File: src/rtl/fir_mac_filter.sv
// Direct-form FIR filter with a single time-shared multiply-accumulate unit and valid/ready streams.
// Build option: define FIR_SAT_EN to saturate out-of-range results; otherwise they wrap.
module fir_mac_filter #(
    parameter int DATA_W = 16,
    parameter int COEF_W = 16,
    parameter int NTAPS  = 8,
    parameter int SHIFT  = 14,
    localparam int ACC_W = DATA_W + COEF_W + $clog2(NTAPS),
    localparam int AW    = $clog2(NTAPS)
) (
    input  logic                     clk,
    input  logic                     reset,
    input  logic                     s_valid,
    output logic                     s_ready,
    input  logic signed [DATA_W-1:0] s_data,
    output logic                     m_valid,
    input  logic                     m_ready,
    output logic signed [DATA_W-1:0] m_data,
    output logic                     m_ovf,
    input  logic                     coef_we,
    input  logic [AW-1:0]            coef_addr,
    input  logic signed [COEF_W-1:0] coef_wdata
);

    localparam int PROD_W = DATA_W + COEF_W;
    localparam logic signed [COEF_W-1:0] C_UNITY = COEF_W'(1) << SHIFT;
    localparam logic signed [ACC_W-1:0]  RND     = ACC_W'(1) << (SHIFT - 1);
    localparam logic signed [ACC_W-1:0]  R_MAX   = (ACC_W'(1) << (DATA_W - 1)) - ACC_W'(1);
    localparam logic signed [ACC_W-1:0]  R_MIN   = -(ACC_W'(1) << (DATA_W - 1));
    localparam logic [AW-1:0]            K_LAST  = AW'(NTAPS - 1);
    localparam logic [AW:0]              NTAPS_A = (AW + 1)'(NTAPS);

    typedef enum logic [1:0] {IDLE, MAC, OUT} state_t;

    state_t                    state, state_nxt;
    logic signed [DATA_W-1:0]  x [NTAPS];
    logic signed [COEF_W-1:0]  c [NTAPS];
    logic signed [ACC_W-1:0]   acc, acc_sum, r;
    logic signed [PROD_W-1:0]  prod;
    logic signed [DATA_W-1:0]  res;
    logic [AW-1:0]             k;
    logic                      accept, last, ovf, coef_ok;

    // Handshake flags decode straight from the state register, so no input reaches an output.
    assign s_ready = (state == IDLE);
    assign m_valid = (state == OUT);
    assign accept  = s_valid && s_ready;
    assign last    = (k == K_LAST);
    assign coef_ok = (state == IDLE) && coef_we && ({1'b0, coef_addr} < NTAPS_A);

    assign prod    = x[k] * c[k];
    assign acc_sum = acc + {{(ACC_W - PROD_W){prod[PROD_W-1]}}, prod};
    assign r       = (acc_sum + RND) >>> SHIFT;
    assign ovf     = (r > R_MAX) || (r < R_MIN);

    always_comb begin
        res = r[DATA_W-1:0];
`ifdef FIR_SAT_EN
        if (r > R_MAX) res = R_MAX[DATA_W-1:0];
        else if (r < R_MIN) res = R_MIN[DATA_W-1:0];
`endif
    end

    always_ff @(posedge clk) begin
        // NOTE: non-blocking assignments for all registered state, so every flop samples pre-edge values.
        if (reset) state <= IDLE;
        else       state <= state_nxt;
    end

    always_comb begin
        // NOTE: next state defaults to the current one so no path leaves it unassigned and infers a latch.
        state_nxt = state;
        unique case (state)
            IDLE:    if (accept)  state_nxt = MAC;
            MAC:     if (last)    state_nxt = OUT;
            OUT:     if (m_ready) state_nxt = IDLE;
            default:              state_nxt = IDLE;
        endcase
    end

    always_ff @(posedge clk) begin
        if (reset) begin
            // NOTE: delay line and coefficient bank are reset here because reset must restore identity passthrough.
            for (int i = 0; i < NTAPS; i++) begin
                x[i] <= '0;
                c[i] <= (i == 0) ? C_UNITY : '0;
            end
            acc    <= '0;
            k      <= '0;
            m_data <= '0;
            m_ovf  <= 1'b0;
        end else begin
            // A write in the accepting cycle lands before the first MAC cycle reads the bank.
            if (coef_ok) c[coef_addr] <= coef_wdata;
            if (accept) begin
                for (int i = NTAPS - 1; i > 0; i--) x[i] <= x[i-1];
                x[0] <= s_data;
                acc  <= '0;
                k    <= '0;
            end else if (state == MAC) begin
                acc <= acc_sum;
                k   <= k + 1'b1;
                if (last) begin
                    m_data <= res;
                    m_ovf  <= ovf;
                end
            end
        end
    end

endmodule

File: config.mk
export PLATFORM = sky130hd
export DESIGN_NAME = fir_mac_filter
export DESIGN_NICKNAME = d
export VERILOG_FILES = /design/src/rtl/fir_mac_filter.sv
export SDC_FILE = /design/constraint.sdc
export NUM_CORES = 1
export LEC_CHECK = 0
export CAP_MARGIN = 40
export CORE_ASPECT_RATIO = 2
export CORE_MARGIN = 1
export CORE_UTILIZATION = 54
export CTS_BUF_LIST = sky130_fd_sc_hd__clkbuf_16
export CTS_CLUSTER_SIZE = 12
export DETAILED_ROUTE_END_ITERATION = 6
export PLACE_DENSITY_LB_ADDON = 0.2
export REMOVE_ABC_BUFFERS = 1
export SYNTH_ARGS = -nofsm -noshare
export SYNTH_HDL_FRONTEND = slang
export SYNTH_SLANG_ARGS = --single-unit
File: constraint.sdc
create_clock -name clk -period 15.6 [get_ports clk]
set_input_delay 2.34 -clock clk [delete_from_list [all_inputs] [get_ports clk]]
set_output_delay 2.34 -clock clk [all_outputs]
set_load 0.05 [all_outputs]
==> flow_summary.ini, run 1 <==
[finish]
multi_input_area_sq_um = 15400
seq_area_sq_um = 8890
n_fill_cell = 4043
final_nets = 2867
area_growth_pct = 9.18
drive_gt1_share_pct = 9.11
antennaDiodeCount = 0

[clock_tree]
clk_path_buf_depth = 3
clkSinkCount = 316
cts_buffers = 34
h-tree-depth = 2
cts-hold-fix-buffers = 0
clk_transition_reported_paths_ns = 0.06
cts_resized = 0
cts_tree = done
cts_setup_buffers = 0
clockRootBuffer = clkbuf_16
insertion_delay_ns = 0.57

[floorplanning]
dieArea_sq_um = 49000
die_y_um = 312
fp.coreArea_sq_um = 47500
start_util_pct = 54.6
io_pins = 59
die_w_um = 157
row_count = 113

[global_route]
grt_first_pass_wirelength_um = 103000
grt_usage_pct = 27.9
grt_pass1_vias = 19390
grt-ovfl-total = 0
antenna_found_initial = 0
grt_max_degree = 125

[drt]
postRouteAntennaNets = 0
vias_per_cell = 5.78
detail_route.first_pass.iterations = 5
drc = 0
wl_per_cell_um = 21.0
initialDrtViolationCount = 967
routed_wl_um = 65000
vias = 17874

[worst_setup_path]
endpoint_kind = register
critPathMaxStageDelay_ns = 0.74
worst_path_most_repeated_cell = fa_1
path_max_fanout = 35
cp_slowest_cell = dfxtp_4
start_kind = register
crit_arrival_ns = 12.43
crit_type = reg -> reg
crit_required_ns = 16.10

[worst_hold_path]
hold_class = reg -> reg

[yosys]
netlist_instances = 2411
synth_cell_type_count = 87
synth_top_area_share_pct = 29.6
ys_ff_latch = 316
synth_area_leader_cell = edfxtp_1
synth_flop_cell = edfxtp_1
synth_edf_count = 256
async_reset_ff_share_pct = 0
synth_area_sq_um = 25900
yosysWarnings = 0
yosysSeqAreaShare_pct = 34.3
yosysMostFrequentCell = inv_1
syn_area_per_cell_sq_um = 10.8
synth_common_cells = 331 x inv_1, 263 x fa_1, 256 x edfxtp_1
synth_area_leaders = edfxtp_1 30%, fa_1 20%, ha_1 5.8%

[timing]
setup_viol = 0
rsz0062_at_grt = no
worstMarginPinSlew_ns = 0.962
max-slew-margin-rel_pct = 35.9
slew_violations = 0
fin_crit_ns = 11.93
fin_crit_sh_pct = 76.4
fmax_mhz = 83.9
skew_ns = 0.0256
finalSetupTns_ns = 0
hold_violations = 0

[placed_design]
port_buffers = 58
dp_hpwl_um = 49100
gp_congestion = 0.988

[outcome]
status = complete, no violations

[job]
drv_cap = 0
kinds of logic after synthesis:
logic type / share of synthesized area [%]
buffers and inverters: 6.31
DFF: 34.3
muxes: 7.63
adders and majority gates: 26.1
xor gates and xnor gates: 2.57
AOI/OAI and AO/OA: 6.82
and+or+nand+nor: 16.3
cell type report:
cell class                      instances  share of cell area, %
Clock inverter                         16                  0.596
Clock buffer                           34                   3.00
Tap cell                              632                   2.79
Multi-Input combinational cell       1662                   54.5
Sequential cell                       316                   31.4
Inverter                              331                   4.39
Timing Repair Buffer                   99                   3.34
flip-flops by register name (all words and copies together) (netlist names), named ones only:
signal,flops
acc,35
c,128
k,3
m_data,16
m_ovf,1
state,2
x,128
cell usage in the layout, fill, tap and decap left out, types with 57 or more instances in the layout:
master           Yosys  final
and2_1             144    144
ha_1               120    120
mux4_2              64     64
fa_1               263    263
clkdlybuf4s50_1      0     57
a21oi_1             87     87
nand2_1            224    224
nor2_1             198    198
and3_1             143    143
dfxtp_1             60     57
inv_1              331    336
edfxtp_1           256    256
critical path: cells and delay by family (launching register included):
kind | cells | cell delay, ns
AOI/OAI and AO/OA | 11 | 2.64
muxes | 3 | 1.56
adders and majority gates | 8 | 3.91
buffers and inverters | 5 | 0.88
and+or+nand+nor | 7 | 1.68
DFF | 1 | 0.74
xor gates and xnor gates | 2 | 0.40
stage by stage:
step / utilization (%) / setup slack [ns] / std cells / instance area (sq um) / hold WS [ns]
floorplan: - / 3.34 / 2309 / 25600 / 0.436
detailed placement: 57.5 / 3.60 / 3039 / 27300 / 0.444
CTS: 59.6 / 3.59 / 3089 / 28300 / 0.454
finish: 59.6 / 3.67 / 3090 / 28300 / 0.452
global placement: 57.2 / 3.75 / 3032 / 27200 / 0.443
global route: 59.6 / 3.12 / 3090 / 28300 / 0.476
worst paths after layout:
check                              start                     end  slack (ns)  cells past startpoint
setup reg to reg                register      m_ovf$_SDFFE_PP0P_        3.67                     36
setup / recovery                register      m_ovf$_SDFFE_PP0P_        3.67                     36
hold / removal    m_data[7]$_SDFFE_PP0P_  m_data[7]$_SDFFE_PP0P_        0.45                      2
hold reg to reg   m_data[7]$_SDFFE_PP0P_  m_data[7]$_SDFFE_PP0P_        0.45                      2
per-layer routing:
metal	global-route usage [%]	part of all wire, %	wire, um
met1	29.1	35	22500
met4	18.8	7.4	4790
met3	3.40	3.9	2510
met2	51.4	54	35100
met5	0	0	0
Power of run 1 is not shown: default switching activity piles up to over one toggle a cycle in this logic, so the estimate is an artifact.
==> run 2: changes to the inputs <==
clock period = 10 ns   (was 15.6 ns; I/O delays follow)
==> run 2 against run 1 <==
Cell area grew 10%. Fmax rose by 22%. Critical path type unchanged. Via count grew 6.1%. Clock skew fell by 0.0019 ns. Highest routed layer unchanged. Non-clock buffer count up 272. Flip-flop and latch count unchanged. Critical endpoint unchanged. Worst hold slack improved by 0.0082 ns.
==> flow_summary.ini, run 2 (same netlist as run 1, synthesis figures left out) <==
[worst_hold_path]
min_path_cells = 2
hold_class = reg -> reg
whs_endpoint = acc[9]$_SDFFE_PP0P_
min_from = acc[9]$_SDFFE_PP0P_

[worst_setup_path]
worstReg2RegEnd = m_ovf$_SDFFE_PP0P_
crit_arrival_ns = 10.29
cp_slowest_cell = fa_2
start_kind = register
rr_worst_depth = 44
endpoint_kind = register
crit_type = reg -> reg
crit_required_ns = 10.49
path_max_fanout = 9
critPathMaxStageDelay_ns = 0.58
reg2reg_slack_ns = 0.20

[drt]
initialDrtViolationCount = 946
vias = 18963
detail_route.first_pass.iterations = 5
postRouteAntennaNets = 0
drc = 0
routed_wl_um = 69600
vias_per_cell = 5.65
wl_per_cell_um = 20.7

[timing]
skew_ns = 0.0236
fin_crit_ns = 9.80
fin_crit_sh_pct = 98.0
fmax_mhz = 102
setup_viol = 0
hold_violations = 0
rsz0062_at_grt = yes
finalSetupTns_ns = 0
slew_violations = 0
max-slew-margin-rel_pct = 32.6
worstMarginPinSlew_ns = 1.01

[finish]
drive_gt1_share_pct = 20.9
final_cell_mix = 330 x inv_1, 274 x buf_4, 256 x edfxtp_1
reg_top3 = c: 128 flops, x: 128 flops, acc: 35 flops
final_common_cell = inv_1
final_nets = 3139
area_growth_pct = 20.1
antennaDiodeCount = 0

[floorplanning]
io_pins = 59
die_y_um = 312
row_count = 113
die_w_um = 157
start_util_pct = 54.6
fp.coreArea_sq_um = 47500
dieArea_sq_um = 49000

[clock_tree]
cts_tree = done
cts_buffers = 34
clockRootBuffer = clkbuf_16
h-tree-depth = 2
clk_transition_reported_paths_ns = 0.07
clk_path_buf_depth = 3
insertion_delay_ns = 0.56
clkSinkCount = 316

[global_route]
antenna_found_initial = 0
grt_first_pass_wirelength_um = 106000
grt-ovfl-total = 0
grt_max_degree = 122
grt_pass1_vias = 20152
grt_usage_pct = 29.1

[job]
drv_cap = 0

[placed_design]
dp_hpwl_um = 53900
gp_congestion = 0.928
port_buffers = 58

[outcome]
status = complete, no violations
[run 2: per-layer routing]
metal  up-vias  GRT usage, %  wire [um]
met3       228          2.77       2410
met5         -             0          0
met4         0          20.1       5600
met2       540          56.5      39100
li1       8688             -          -
met1      9507          27.9      22400
[run 2: worst max path at each step]
stage,slack (ns),endpoint,start
6_report,0.20,m_ovf$_SDFFE_PP0P_,register
5_1_grt,-0.18,m_ovf$_SDFFE_PP0P_,register
3_3_place_gp,-0.12,m_ovf$_SDFFE_PP0P_,register
3_5_place_dp,-0.24,m_ovf$_SDFFE_PP0P_,register
4_1_cts,0.02,m_ovf$_SDFFE_PP0P_,register
2_1_floorplan,-2.26,m_ovf$_SDFFE_PP0P_,register
[run 2: per-stage QoR]
| stage | hold WS (ns) | cells | util (%) | worst slack [ns] | cell area [sq um] |
|---|---|---|---|---|---|
| finish | 0.460 | 3359 | 65.6 | 0.198 | 31200 |
| global route | 0.479 | 3359 | 65.6 | -0.180 | 31200 |
| CTS | 0.462 | 3309 | 63.6 | 0.0187 | 30200 |
| detailed placement | 0.452 | 3253 | 61.0 | -0.239 | 29000 |
| global placement | 0.443 | 3250 | 60.8 | -0.116 | 28900 |
| floorplan | 0.436 | 2309 | - | -2.26 | 25600 |
[run 2: what timing repair did]
item,CTS,global route
setup buffers,8,48
endpoints found under the hold margin,0,0
endpoints found under the setup margin,1,8
pin swaps,3,70
hold buffers,0,0
gates cloned,1,3
gates resized for setup,25,115
[run 2: cell type report]
type                    count  area [sq um]
flip-flops and latches    316          8890
fillers                  3814         16300
clock buffers              34           851
repair buffers            371          3260
inverters                 331          1250
multi-input cells        1662         15900
clock inverters            13           176
well taps                 632           791
[run 2: worst max-delay path, delay by kind of cell (launching register included)]
kind	cells	cell delay (ns)
adder cells (fa/ha/maj)	8	3.64
AO/OA/AOI/OAI	15	2.62
buffers and inverters	11	1.26
AND/OR/NAND/NOR	7	1.09
multiplexers	2	0.64
flip-flops	1	0.37
XOR/XNOR	1	0.10
Power of run 2 is left out for the same reason.
==> run 3: changes to the inputs <==
CORE_UTILIZATION = 25   (was 54)
==> run 3 against run 2 <==
Highest routed layer unchanged. Critical path depth is 7 lower. Wire length up 14%. First-iteration DRC count is 4.9% lower. Critical endpoint unchanged. Core utilization decreased by 35 points. Register-to-register slack worse by 0.16 ns. Critical path type unchanged.
==> flow_summary.ini, run 3 (same netlist as run 1, synthesis figures left out) <==
[global_route]
grt_usage_pct = 15.3
grt_pass1_vias = 20733
grt-ovfl-total = 0
antenna_found_initial = 0
grt_first_pass_wirelength_um = 122000
grt_max_degree = 106

[drt]
vias = 18341
initialDrtViolationCount = 900
detail_route.first_pass.iterations = 5
wl_per_cell_um = 19.7
postRouteAntennaNets = 0
routed_wl_um = 79300
vias_per_cell = 4.55
drc = 0

[worst_hold_path]
hold_class = reg -> reg

[placed_design]
gp_congestion = 0.923
dp_hpwl_um = 64100
port_buffers = 58
placed_cell_area_sq_um = 29900

[floorplanning]
row_count = 166
fp.coreArea_sq_um = 103000
io_pins = 59
start_util_pct = 25.3
die_w_um = 230
die_y_um = 458
dieArea_sq_um = 105000

[clock_tree]
clk_transition_reported_paths_ns = 0.06
cts-hold-fix-buffers = 0
cts_buffers = 35
clkSinkCount = 316
clk_path_buf_depth = 3
insertion_delay_ns = 0.58
h-tree-depth = 2
clockRootBuffer = clkbuf_16
cts_tree = done

[timing]
max-slew-margin-rel_pct = 38.2
hold_violations = 0
setup_viol = 0
fin_crit_ns = 9.96
skew_ns = 0.0209
fin_crit_sh_pct = 99.6
fmax_mhz = 100
worstMarginPinSlew_ns = 0.927
slew_violations = 0
rsz0062_at_grt = yes

[finish]
n_fill_cell = 10703
final_cell_mix = 333 x inv_1, 262 x fa_1, 256 x edfxtp_1, 256 x buf_4, 224 x nand2_1
final_nets = 3098
reg_top3 = c: 128 flops, x: 128 flops, acc: 35 flops
design_area_sq_um = 31400
area_growth_pct = 20.9
drive_gt1_share_pct = 18.4
final_common_cell = inv_1
antennaDiodeCount = 0

[worst_setup_path]
cp_slowest_cell = mux4_2
crit_arrival_ns = 10.47
reg2reg_slack_ns = 0.04
endpoint_kind = register
start_kind = register
crit_required_ns = 10.51
crit_type = reg -> reg
path_max_fanout = 11
worst_path_most_repeated_cell = fa_1
critPathMaxStageDelay_ns = 0.57

[outcome]
status = complete, no violations

[job]
drv_cap = 0
[run 3: worst max-delay path: cells and delay by family (launching register included)]
family	cells	cell delay, ns
AO/OA/AOI/OAI	13	2.82
XOR/XNOR	2	0.26
adder cells (fa/ha/maj)	8	3.60
buffers and inverters	6	0.68
flip-flops	1	0.42
multiplexers	2	0.94
AND/OR/NAND/NOR	6	1.12
[run 3: worst paths after layout]
kind,from,endpoint,cells past startpoint
setup / recovery,register,m_ovf$_SDFFE_PP0P_,37
hold / removal,m_data[7]$_SDFFE_PP0P_,m_data[7]$_SDFFE_PP0P_,2
setup reg to reg,register,m_ovf$_SDFFE_PP0P_,37
hold reg to reg,m_data[7]$_SDFFE_PP0P_,m_data[7]$_SDFFE_PP0P_,2
[run 3: stage by stage]
step	hold WS, ns	cells	utilization (%)	setup TNS, ns	setup slack, ns
after CTS	0.462	4030	30.4	-0.0461	-0.0461
final	0.456	4033	30.6	0	0.0389
after global placement	0.443	3971	29.1	-0.350	-0.329
after floorplan	0.436	2309	-	-39.94	-2.26
after global routing	0.478	4033	30.6	-0.436	-0.411
after detailed placement	0.453	3975	29.2	-0.379	-0.356
[run 3: what timing repair did]
| item | CTS | global route |
|---|---|---|
| pin swaps | 2 | 14 |
| cloned | 1 | 0 |
| buffers inserted | 3 | 3 |
| gates resized for setup | 23 | 36 |
| endpoints found under the setup margin | 2 | 8 |
[run 3: layout make-up]
| class | count | area, sq um | share of cell area (%) |
|---|---|---|---|
| clock inverter | 16 | 200 | 0.638 |
| clock buffer | 35 | 876 | 2.79 |
| multi-input combinational | 1662 | 15700 | 50.0 |
| inverter | 331 | 1240 | 3.96 |
| tap | 1344 | 1680 | 5.36 |
| timing repair buffer | 329 | 2790 | 8.90 |
| sequential | 316 | 8890 | 28.4 |
[run 3: routing by layer]
layer	GRT usage [%]	vias to the layer above	routed length (um)
li1	-	8602	-
met1	14.0	9341	26200
met2	32.3	277	47300
met3	1.27	121	1470
met4	7.82	0	4350
met5	0	-	0
Power of run 3 is left out for the same reason.
